`config.mk`:
```
export PLATFORM = sky130hd
export DESIGN_NAME = zoom2x_engine
export DESIGN_NICKNAME = d
export VERILOG_FILES = /design/src/rtl/img_pkg.sv /design/src/rtl/zoom_addr_gen.sv /design/src/rtl/zoom2x_engine.sv
export SDC_FILE = /design/constraint.sdc
export NUM_CORES = 1
export LEC_CHECK = 0
export CAP_MARGIN = 20
export CORE_ASPECT_RATIO = 0.6
export CORE_MARGIN = 1.5
export CORE_UTILIZATION = 50
export CTS_BUF_LIST = sky130_fd_sc_hd__clkbuf_4 sky130_fd_sc_hd__clkbuf_8
export CTS_CLUSTER_DIAMETER = 60
export DETAILED_ROUTE_END_ITERATION = 8
export GPL_TIMING_DRIVEN = 0
export PLACE_DENSITY = 0.82
export SLEW_MARGIN = 20
export SYNTH_ARGS = -nofsm -noshare
export SYNTH_HDL_FRONTEND = slang
export SYNTH_SLANG_ARGS = --single-unit
```
`constraint.sdc`:
```
create_clock -name clk -period 5.3 [get_ports clk]
set_input_delay 0.53 -clock clk [delete_from_list [all_inputs] [get_ports clk]]
set_output_delay 0.53 -clock clk [all_outputs]
set_load 0.005 [all_outputs]
```
`src/rtl/img_pkg.sv`:
```
// img_pkg: image geometry, bus widths and the state encoding shared by the
// start/done image engines that sit behind the control unit.
package img_pkg;

    localparam int SRC_W_DEF   = 320;
    localparam int SRC_H_DEF   = 240;
    localparam int SRC_ADDR_W  = 17;
    localparam int DEST_ADDR_W = 19;
    localparam int PIX_W       = 8;

    typedef enum logic [2:0] {
        ST_IDLE,
        ST_ISSUE,
        ST_WAIT,
        ST_W0,
        ST_W1,
        ST_W2,
        ST_W3,
        ST_DONE
    } engine_state_e;

    // Quadrant of the 2x2 dest block written in a given write state:
    // bit 0 selects the right column, bit 1 selects the lower row.
    function automatic logic [1:0] quad_of(input engine_state_e s);
        case (s)
            ST_W1:   return 2'd1;
            ST_W2:   return 2'd2;
            ST_W3:   return 2'd3;
            default: return 2'd0;
        endcase
    endfunction

endpackage

```
`src/rtl/zoom_addr_gen.sv`:
```
// zoom_addr_gen: source pixel x/y counters plus the source address and the
// dest address of the selected quadrant of the current 2x2 block.
module zoom_addr_gen
    import img_pkg::*;
#(
    parameter int SRC_W = SRC_W_DEF,
    parameter int SRC_H = SRC_H_DEF
) (
    input  logic                   clk,
    input  logic                   reset,
    input  logic                   clear,
    input  logic                   advance,
    input  logic [1:0]             quad,
    output logic                   last_pix,
    output logic [SRC_ADDR_W-1:0]  src_addr,
    output logic [DEST_ADDR_W-1:0] dest_addr
);
    localparam int XW = (SRC_W > 1) ? $clog2(SRC_W) : 1;
    localparam int YW = (SRC_H > 1) ? $clog2(SRC_H) : 1;
    localparam logic [XW-1:0]          X_LAST    = XW'(SRC_W - 1);
    localparam logic [YW-1:0]          Y_LAST    = YW'(SRC_H - 1);
    localparam logic [DEST_ADDR_W-1:0] DEST_ROW  = DEST_ADDR_W'(2 * SRC_W);
    localparam logic [DEST_ADDR_W-1:0] BLOCK_ROW = DEST_ADDR_W'(4 * SRC_W);

    logic [XW-1:0]          x;
    logic [YW-1:0]          y;
    logic [DEST_ADDR_W-1:0] base;

    assign last_pix = (x == X_LAST) && (y == Y_LAST);

    // Raster-order pixel counters; they wrap back to 0 after the last pixel.
    // NOTE: clocked state uses non-blocking assignments so every register
    // samples the pre-edge values of the others.
    always_ff @(posedge clk or negedge reset) begin
        if (!reset) begin
            x <= '0;
            y <= '0;
        end else if (clear) begin
            x <= '0;
            y <= '0;
        end else if (advance) begin
            if (x == X_LAST) begin
                x <= '0;
                y <= (y == Y_LAST) ? '0 : y + YW'(1);
            end else begin
                x <= x + XW'(1);
            end
        end
    end

    // The counters only move after the fourth write, so both addresses are
    // stable from ISSUE to W3 of each pixel.
    assign src_addr  = SRC_ADDR_W'(y) * SRC_ADDR_W'(SRC_W) + SRC_ADDR_W'(x);
    assign base      = DEST_ADDR_W'(y) * BLOCK_ROW + DEST_ADDR_W'({x, 1'b0});
    assign dest_addr = base + DEST_ADDR_W'(quad[0]) + (quad[1] ? DEST_ROW : '0);

endmodule

```
`src/rtl/zoom2x_engine.sv`:
```
// zoom2x_engine: start/done engine that reads each source pixel once and
// writes it to the 2x2 block it covers in the double-size frame buffer.
module zoom2x_engine
    import img_pkg::*;
#(
    parameter int SRC_W   = SRC_W_DEF,
    parameter int SRC_H   = SRC_H_DEF,
    parameter int SRC_LAT = 1
) (
    input  logic                   clk,
    input  logic                   reset,
    input  logic                   start,
    output logic                   done,
    output logic                   busy,
    output logic [SRC_ADDR_W-1:0]  src_mem_addr,
    input  logic [PIX_W-1:0]       src_mem_data_in,
    output logic [DEST_ADDR_W-1:0] dest_mem_addr,
    output logic [PIX_W-1:0]       dest_mem_data_out,
    output logic                   dest_mem_wr_en
);
    localparam logic [1:0] LAT_LAST = 2'(SRC_LAT - 1);

    engine_state_e          state;
    engine_state_e          state_nxt;
    logic [1:0]             wait_cnt;
    logic [PIX_W-1:0]       pix_reg;
    logic [1:0]             quad;
    logic                   cnt_clear;
    logic                   cnt_advance;
    logic                   capture;
    logic                   last_pix;
    logic [DEST_ADDR_W-1:0] gen_dest_addr;

    assign quad = quad_of(state);

    zoom_addr_gen #(
        .SRC_W (SRC_W),
        .SRC_H (SRC_H)
    ) u_addr_gen (
        .clk       (clk),
        .reset     (reset),
        .clear     (cnt_clear),
        .advance   (cnt_advance),
        .quad      (quad),
        .last_pix  (last_pix),
        .src_addr  (src_mem_addr),
        .dest_addr (gen_dest_addr)
    );

    // FSM state register; reset drops the engine straight back to IDLE.
    always_ff @(posedge clk or negedge reset) begin
        if (!reset) state <= ST_IDLE;
        else        state <= state_nxt;
    end

    // Next state and all outputs, decoded from the registered state.
    // NOTE: every output gets a default first so no path can infer a latch.
    always_comb begin
        state_nxt      = state;
        busy           = 1'b0;
        done           = 1'b0;
        dest_mem_wr_en = 1'b0;
        cnt_clear      = 1'b0;
        cnt_advance    = 1'b0;
        capture        = 1'b0;
        case (state)
            ST_IDLE: begin
                if (start) begin
                    cnt_clear = 1'b1;
                    state_nxt = ST_ISSUE;
                end
            end
            ST_ISSUE: begin
                busy      = 1'b1;
                state_nxt = ST_WAIT;
            end
            ST_WAIT: begin
                busy = 1'b1;
                if (wait_cnt == LAT_LAST) begin
                    capture   = 1'b1;
                    state_nxt = ST_W0;
                end
            end
            ST_W0, ST_W1, ST_W2: begin
                busy           = 1'b1;
                dest_mem_wr_en = 1'b1;
                state_nxt      = engine_state_e'(state + 3'd1);
            end
            ST_W3: begin
                busy           = 1'b1;
                dest_mem_wr_en = 1'b1;
                cnt_advance    = 1'b1;
                state_nxt      = last_pix ? ST_DONE : ST_ISSUE;
            end
            ST_DONE: begin
                done      = 1'b1;
                state_nxt = ST_IDLE;
            end
            default: state_nxt = ST_IDLE;
        endcase
        dest_mem_addr = dest_mem_wr_en ? gen_dest_addr : '0;
    end

    // Latency counter and pixel register: q is captured SRC_LAT cycles
    // after ISSUE and ignored on every other cycle.
    always_ff @(posedge clk or negedge reset) begin
        if (!reset) begin
            wait_cnt <= '0;
            pix_reg  <= '0;
        end else begin
            if (state == ST_ISSUE)     wait_cnt <= '0;
            else if (state == ST_WAIT) wait_cnt <= wait_cnt + 2'd1;
            if (capture) pix_reg <= src_mem_data_in;
        end
    end

    assign dest_mem_data_out = pix_reg;

endmodule

```
# --- Yosys cells after proc, flatten, opt, wreduce, memory -nomap -nowiden ---
# Cells that the tools add are included.
op_classes:
  n_reduce_logical: 11
  mux: 24
  multipliers: 2
  eq_ne: 11
  addsub: 8
ops:
  columns: ["op", "n"]
  rows:
  - ["two-way mux 8 bit", 4]
  - ["two-way mux 9 bit", 3]
  - ["multiplier 8 x 3 -> 11 bit (second input constant)", 2]
  - ["adder 19 x 1 -> 19 bit", 1]
  - ["adder 19 x 10 -> 19 bit", 1]
  - ["adder 19 bit", 1]
  - ["two-way mux 19 bit", 1]
  - ["one-hot mux 3 bit (6 select lines)", 1]
  - ["adder 17 x 9 -> 17 bit", 1]
  - ["equality test 3 bit (second input constant)", 4]
  - ["two-way mux 10 bit", 1]
  - ["adder 9 x 1 -> 9 bit (second input constant)", 1]
  - ["equality test 9 bit (second input constant)", 1]
  - ["two-way mux 3 bit", 3]
  - ["adder 8 x 1 -> 8 bit (second input constant)", 1]
  - ["equality test 8 bit (second input constant)", 1]
  - ["two-way mux 1 bit", 8]
  - ["equality test 3 x 2 -> 1 bit (second input constant)", 2]
  - ["one-hot mux 2 bit (3 select lines)", 1]
  - ["nonzero test 2 bit", 3]
  - ["OR reduction 6 bit", 1]
  - ["two-way mux 2 bit", 2]
  - ["!= test 2 bit (second input constant)", 2]
  - ["AND reduction 2 bit", 2]
  - ["8 further kinds", 8]
word_totals:
  regBits: 30
  elab_cells: 61
  input_bits: 11
  out_inout_bits: 47

# --- Logic depth before layout (Yosys ltp) ---
# Gate-level depths: netlist (run 1).
logic_depth:
  depth_word: 5
  ltp_mapped: 13
  depth_no_buf: 12

# --- Cells and area by module ---
# A second synthesis (run 1) with hierarchy kept.
unflattened:
  hier_cells: 297
  area_unflattened_um2: 2735.1
by_module_without_submodules:
  columns: ["mod", "area_each_um2", "cells_each", "seq_area_each_um2", "n_inst"]
  rows:
  - ["zoom_addr_gen", 1870.5, 210, 425.4, 1]
  - ["zoom2x_engine", 864.6, 87, 325.3, 1]

# --- Worst setup path before layout (run 1) ---
# No wires, ideal clock.
synth_timing:
  path_kind: "register to output"
  start: "register state[0]"
  end: "output port dest_mem_addr[17]"
  t_arrival_ps: 2669
  setup_slack_ps: 2101
  stages_incl_launch_ff: 13
  t_required_ps: 4770
  n_path_buf: 1
  cell_sequence: "dfrtp_1 -> inv_1 -> ha_1 -> buf_4 -> o21ai_0 -> xnor2_1 -> ha_1 -> ha_1 -> a21o_1 -> a21oi_1 -> nor2_1 -> nand3_1 -> mux2i_1"
synth_between:
  elab_chain_cells: 5
  elab_cells_between_ends: 11
  classes_between: "2 x add/sub; 4 x eq/ne; 4 x mux; 1 x reduce/logical"
synth_lines:
  columns: ["element", "line", "source"]
  rows:
  - ["start: declaration", "zoom2x_engine.sv:23", "engine_state_e state;"]
  - ["start signal: assignment", "zoom2x_engine.sv:53", "else state <= state_nxt;"]
  - ["equality test 3 bit", "img_pkg.sv:25, zoom2x_engine.sv:66", null]
  - ["one-hot mux 2 bit (3 select lines)", "img_pkg.sv:25", "case (s)"]
  - ["adder 19 x 1 -> 19 bit or two-way mux 10 bit (tied branches)", "zoom_addr_gen.sv:55", "assign dest_addr = base + DEST_ADDR_W'(quad[0]) + (quad[1] ? DEST_ROW : '0);"]
  - ["adder 19 bit", "zoom_addr_gen.sv:55", null]
  - ["two-way mux 19 bit *", "zoom2x_engine.sv:101", "dest_mem_addr = dest_mem_wr_en ? gen_dest_addr : '0;"]
  - ["end: declaration", "zoom2x_engine.sv:17", "output logic [DEST_ADDR_W-1:0] dest_mem_addr,"]
# Mark *: on every way between the ends. The rest lies on a longest branch, timed or not.

# --- Worst setup path after layout (run 1) ---
# Same ends and word-level chain as after synthesis.

==> results of run 1 <==
-- power by group --
part	total (mW)	internal, mW	switching, mW
registers	0.241	0.235	0.00622
logic	0.0735	0.0445	0.0290
clock network	0.217	0.131	0.0855
total	0.531	0.410	0.121
-- final cells by class --
type	instances	area, µm²	share of cell area
multi-input combinational	227	1680	0.506
sequential	30	751	0.226
timing repair buffer	57	566	0.170
clock buffer	8	110	0.0332
buffer	12	78.8	0.0237
tap	63	78.8	0.0237
inverter	15	56.3	0.0170
-- layout by cell type (no fill, tap or decap), types with 4 or more instances in the layout --
cell              n
a21oi_1          12
and2_1            7
and3_1            4
buf_2             4
buf_4             8
clkbuf_8          8
clkdlybuf4s50_1  56
dfrtp_1          30
ha_1             28
inv_1            14
mux2_2            8
nand2_1          17
nand2b_1          4
nand3_1          13
nand4_1           4
nor2_1           29
nor2b_1           7
o21ai_0          22
xnor2_1          12
xor2_1           11
-- layer usage --
layer  up-vias  track usage
met5         -            0
met4         0       0.0546
met3         7       0.0517
met2        57        0.314
met1      1060        0.343
li1       1119            -
-- synthesized netlist by cell type, types with 3 or more instances --
library cell	instances	area share
mux2_2	8	0.035
fa_1	3	0.023
nor2_1	29	0.042
xor2_1	11	0.038
a21o_1	3	0.0088
buf_2	3	0.0059
mux2i_1	3	0.012
nand4_1	4	0.0098
buf_4	8	0.023
o31ai_1	3	0.0088
ha_1	28	0.14
o21ai_0	22	0.043
o22ai_1	3	0.0073
nand3_1	13	0.025
dfrtp_1	30	0.29
inv_1	14	0.020
and3_1	4	0.0098
nor2b_1	7	0.017
nand2_1	17	0.025
a21oi_1	12	0.023
xnor2_1	12	0.041
and2_1	7	0.017
nand2b_1	4	0.0098
-- flip-flops by register name, indices dropped and copies added (netlist names) --
signal,flops
dest_mem_data_out,8
wait_cnt,2
u_addr_gen.y,8
state,3
u_addr_gen.x,9
-- worst paths after layout --
kind | startpoint | endpoint | slack (ns) | cells past startpoint
worst max-delay path | state[0] | dest_mem_addr[17] | 0.88 | 13
worst min-delay path | reset | u_addr_gen.x[1] | 0.29 | 1
worst max register to register | state[0] | state[1] | 3.04 | 9
worst min register to register | dest_mem_data_out[4] | dest_mem_data_out[4] | 0.50 | 1
max in group asynchronous | reset | dest_mem_data_out[1] | 4.57 | 1
min in group clk | dest_mem_data_out[4] | dest_mem_data_out[4] | 0.50 | 1
-- metrics by stage --
step                      setup slack [ns]  total power [mW]  std cells
after CTS                            0.886             0.533        412
after floorplan                       2.10             0.275        284
after global placement                1.29             0.318        404
after detailed placement              1.19             0.319        404
final                                0.878             0.531        412
after global routing                 0.533             0.551        412
-- cells by family (layout without fill, tap and decap cells) --
group	count (synthesis)	in the layout	synth area share
and+or+nand+nor	101	101	0.212
AOI/OAI and AO/OA	59	59	0.145
adders and majority gates	31	31	0.160
DFF	30	30	0.293
buffers and inverters	27	92	0.0527
xor gates and xnor gates	25	25	0.0912
muxes	11	11	0.0468
==> reports/metrics.yaml, run 1 <==
timing:
  fin_skew_ns: 0.00151
  grt_setup_unrepaired: "no"
  worstMarginPinSlew_ns: 0.691
  setup_tns_ns: 0
  period_needed_ns: 4.42
  hold_viol: 0
  max_slew_margin: 0.535
  finalMaxSlewViolations: 0
  finalHoldWorstSlack_ns: 0.287
  max_freq_mhz: 226
  setup_viol: 0
  fin_crit_sh: 0.834
global_routing:
  global_route.overflow_total: 0
  grt_pass1_wl_mm: 9.55
  grt_pass1_vias: 2052
  grt_max_degree: 31
  track_usage: 0.223
  antenna_found_initial: 0
run:
  drv_cap: 0
final_layout:
  utilization: 0.698
  nNetsFinal: 390
  stdcell_area_mm2: 0.00332
  fill_cells: 384
  area_growth_pct: 29.4
  antenna_cells: 0
  final_layout_size_suffix_gt1_frac: 0.129
floorplanning:
  die_x_um: 95.5
  initial_core_util: 0.539
  rows: 19
  dieArea_mm2: 0.00558
  io_pins: 58
  core_mm2: 0.00475
  chipHeight_um: 58.5
route:
  firstDrtPassIters: 4
  routed_wl_mm: 5.84
  num_vias: 2243
  wl_per_cell_um: 14.2
  drc: 0
  ant_nets: 0
  drt_iter0_drc: 95
  top_layer: "met4"
  met2WireLength_mm: 2.46
  wl_met1_mm: 3.06
  via_per_inst: 5.44
  wl_met3_um: 276
clocking:
  insertion_delay_ns: 0.28
  htreeDepth: 2
  clock_path_buffers: 2
  cts_setup_buffers: 0
  cts_tree: "done"
  clkTransAtPathRegs_ns: 0.06
  cts_made_buffers: 5
  hold_buffers: 0
  ctsResizeCount: 0
  clk_root_buffer_cell: "clkbuf_8"
  clkSinkCount: 30
logic_synthesis:
  synthFlopType: "dfrtp_1"
  syn_nets: 326
  synth-edff-count: 0
  synth.distinct_cells: 53
  avgSynthCellArea_um2: 9.03
  ys_warn_count: 0
  synth_area_mm2: 0.00256
  ys_seq_elements: 30
  async_flop_share: 1.00
  synthCells: 284
  ys_seq_area_frac: 0.293
placement:
  post-dp-hpwl_mm: 4.58
  dpl-instance-area_mm2: 0.00321
  port-buffer-count: 57
  gp_congestion: 0.850
critical_path:
  slowest_stage: "o21ai_0"
  max_stage_delay_ns: 0.56
  worstPathRequired_ns: 4.77
  end_kind: "primary output"
  crit_type: "register to primary output"
  critPathMostFrequentCell: "ha_1"
  path_cells: "inv_1 -> ha_1 -> buf_4 -> o21ai_0 -> xnor2_1 -> ha_1 -> ha_1 -> a21o_1 -> a21oi_1 -> nor2_1 -> nand3_1 -> mux2i_1 -> clkdlybuf4s50_1"
  crit_arrival_ns: 3.89
  cp-start-kind: "register"
  path_delay_family: "compound AO/OA/AOI/OAI gates"
  critPathMaxFanout: 8
  worst-path-buf-inv: 3
pwr:
  power.density_mw_per_mm2: 160
  cellLeakagePower_nw: 1.48
  ir_drop_mv: 0.175
run_status:
  outcome: "completed"
min_path:
  hold_path_class: "primary input to async pin"
Power figures use the tool's default switching activity.
==> run 2: changes to the inputs <==
==> constraint.sdc (replaced) <==
create_clock -name clk -period 4.1 [get_ports clk]
set_input_delay 0.41 -clock clk [delete_from_list [all_inputs] [get_ports clk]]
set_output_delay 0.41 -clock clk [all_outputs]
set_load 0.005 [all_outputs]
==> run 2 against run 1 <==
Die area did not move. Clock skew rose by 0.00067 ns. Worst hold slack got worse by 0.12 ns. Global-route usage did not move. Via count rose by 0.58%. Critical path depth fell by 3. Worst setup slack got worse by 0.69 ns.
==> reports/metrics.yaml, run 2 (same netlist as run 1, synthesis figures left out) <==
global_routing:
  antenna_found_initial: 0  # unchanged
  track_usage: 0.223  # unchanged
  grt_pass1_wl_mm: 9.55  # unchanged
  global_route.overflow_total: 0  # unchanged
  grt_max_degree: 31  # unchanged
  grt_pass1_vias: 2052  # unchanged
route:
  via_per_inst: 5.48  # +0.58%
  routed_wl_mm: 5.80  # -0.67%
  drc: 0  # unchanged
  firstDrtPassIters: 4  # unchanged
  wl_per_cell_um: 14.1  # -0.67%
  num_vias: 2256  # +0.58%
  drt_iter0_drc: 109  # +15%
  ant_nets: 0  # unchanged
timing:
  setup_viol: 0  # unchanged
  period_needed_ns: 3.92
  grt_setup_unrepaired: "no"
  max_slew_margin: 0.550  # +0.0149
  fin_skew_ns: 0.00217  # +0.000668 ns
  hold_viol: 0  # unchanged
  fin_crit_sh: 0.955
  worstMarginPinSlew_ns: 0.676  # -0.0151 ns
  setup_slack_ns: 0.183  # -0.695 ns
  max_freq_mhz: 255
  setup_tns_ns: 0  # unchanged
  finalMaxSlewViolations: 0  # unchanged
final_layout:
  mostFrequentLayoutCell: "clkdlybuf4s50_1"
  mostFrequentLayoutCells: "clkdlybuf4s50_1 (56), nor2_1 (29), dfrtp_1 (29), ha_1 (28), o21ai_0 (21)"
  area_growth_pct: 30.3
  nNetsFinal: 390  # unchanged
  final_layout_size_suffix_gt1_frac: 0.140  # +0.0115
  fill_cells: 379  # -1.3%
  antenna_cells: 0  # unchanged
  largest_register: "u_addr_gen.x"
  fin_cells: 412  # unchanged
  largest_register_ffs: 9  # unchanged
floorplanning:
  initial_core_util: 0.539  # unchanged
  io_pins: 58  # unchanged
  core_mm2: 0.00475  # unchanged
  dieArea_mm2: 0.00558  # unchanged
  chipHeight_um: 58.5  # unchanged
  rows: 19  # unchanged
  die_x_um: 95.5  # unchanged
run:
  drv_cap: 0  # unchanged
clocking:
  htreeDepth: 2  # unchanged
  clk_root_buffer_cell: "clkbuf_8"
  hold_buffers: 0  # unchanged
  insertion_delay_ns: 0.28  # about the same
  clkTransAtPathRegs_ns: 0.06  # about the same
  cts_tree: "done"
  clock_path_buffers: 2  # unchanged
  clkSinkCount: 30  # unchanged
  cts_made_buffers: 5  # unchanged
placement:
  port-buffer-count: 57  # unchanged
  post-dp-hpwl_mm: 4.58  # unchanged
  dpl.cell_count: 404  # unchanged
  gp_congestion: 0.850  # unchanged
  dpl_worst_slack_ns: 0.108  # -1.08 ns
critical_path:
  cp-start-kind: "register"
  crit_type: "register to primary output"
  crit_arrival_ns: 3.51  # -0.38 ns
  worstPathRequired_ns: 3.69  # -1.08 ns
  critPathMaxFanout: 7  # -1
  worst-r2r-setup-slack_ns: 1.87  # -1.17 ns
  end_kind: "primary output"
pwr:
  ir_drop_mv: 0.227  # +30%
  cellLeakagePower_nw: 1.49  # +0.91%
  power.density_mw_per_mm2: 205  # +28%
  total_power_uw: 687  # +29%
run_status:
  outcome: "completed"
min_path:
  hold_path_class: "primary input to async pin"
run 2: what timing repair did:
item,CTS,global route
resized for setup,1,4
setup endpoints to repair,7,10
pin swaps,0,1
buffers inserted,0,1
run 2: worst max-delay path: stages, from the launching register on:
cell and delay, ns:
dfrtp_1 0.46, ha_1 0.33, ha_1 0.24, fa_1 0.41, a211oi_1 0.36, nor2_1 0.13
xor2_2 0.24, and3_1 0.24, nand3_1 0.10, mux2i_1 0.19, clkdlybuf4s50_1 0.52
run 2: layer usage:
metal | GRT usage | share of wire | vias up
met1 | 0.343 | 0.51 | 1058
met5 | 0 | 0 | -
met2 | 0.314 | 0.42 | 71
met4 | 0.0546 | 0.0079 | 0
met3 | 0.0517 | 0.059 | 7
li1 | - | - | 1120
run 2: worst paths after layout:
path / startpoint / to / depth (start not counted)
max reg2reg: state[0] / state[1] / 9
min reg2reg: dest_mem_data_out[4] / dest_mem_data_out[4] / 1
min in group clk: dest_mem_data_out[4] / dest_mem_data_out[4] / 1
max in group asynchronous: reset / state[0] / 1
min: reset / u_addr_gen.x[1] / 1
max: u_addr_gen.y[1] / dest_mem_addr[17] / 10
run 2: area by class of cell:
class,instances,area (µm²),area share
multi-input combinational,227,1700,0.508
sequential,30,752,0.225
timing repair buffer,58,573,0.171
clock buffer,8,110,0.0329
tap,63,78.8,0.0236
buffer,11,75.1,0.0225
inverter,15,56.3,0.0168
run 2: through the flow:
stage / util / hold slack, ns / cell area [µm²]
after floorplan: - / 0.114 / 2560
after global placement: 0.676 / 0.477 / 3210
after detailed placement: 0.675 / 0.477 / 3210
after CTS: 0.698 / 0.180 / 3320
after global routing: 0.703 / 0.214 / 3340
final: 0.703 / 0.164 / 3340
run 2: where the power goes:
| part | total, mW | switching, mW | internal, mW |
|---|---|---|---|
| combinational | 0.0949 | 0.0374 | 0.0575 |
| sequential | 0.312 | 0.00803 | 0.304 |
| clock | 0.280 | 0.111 | 0.169 |
| total | 0.687 | 0.157 | 0.530 |
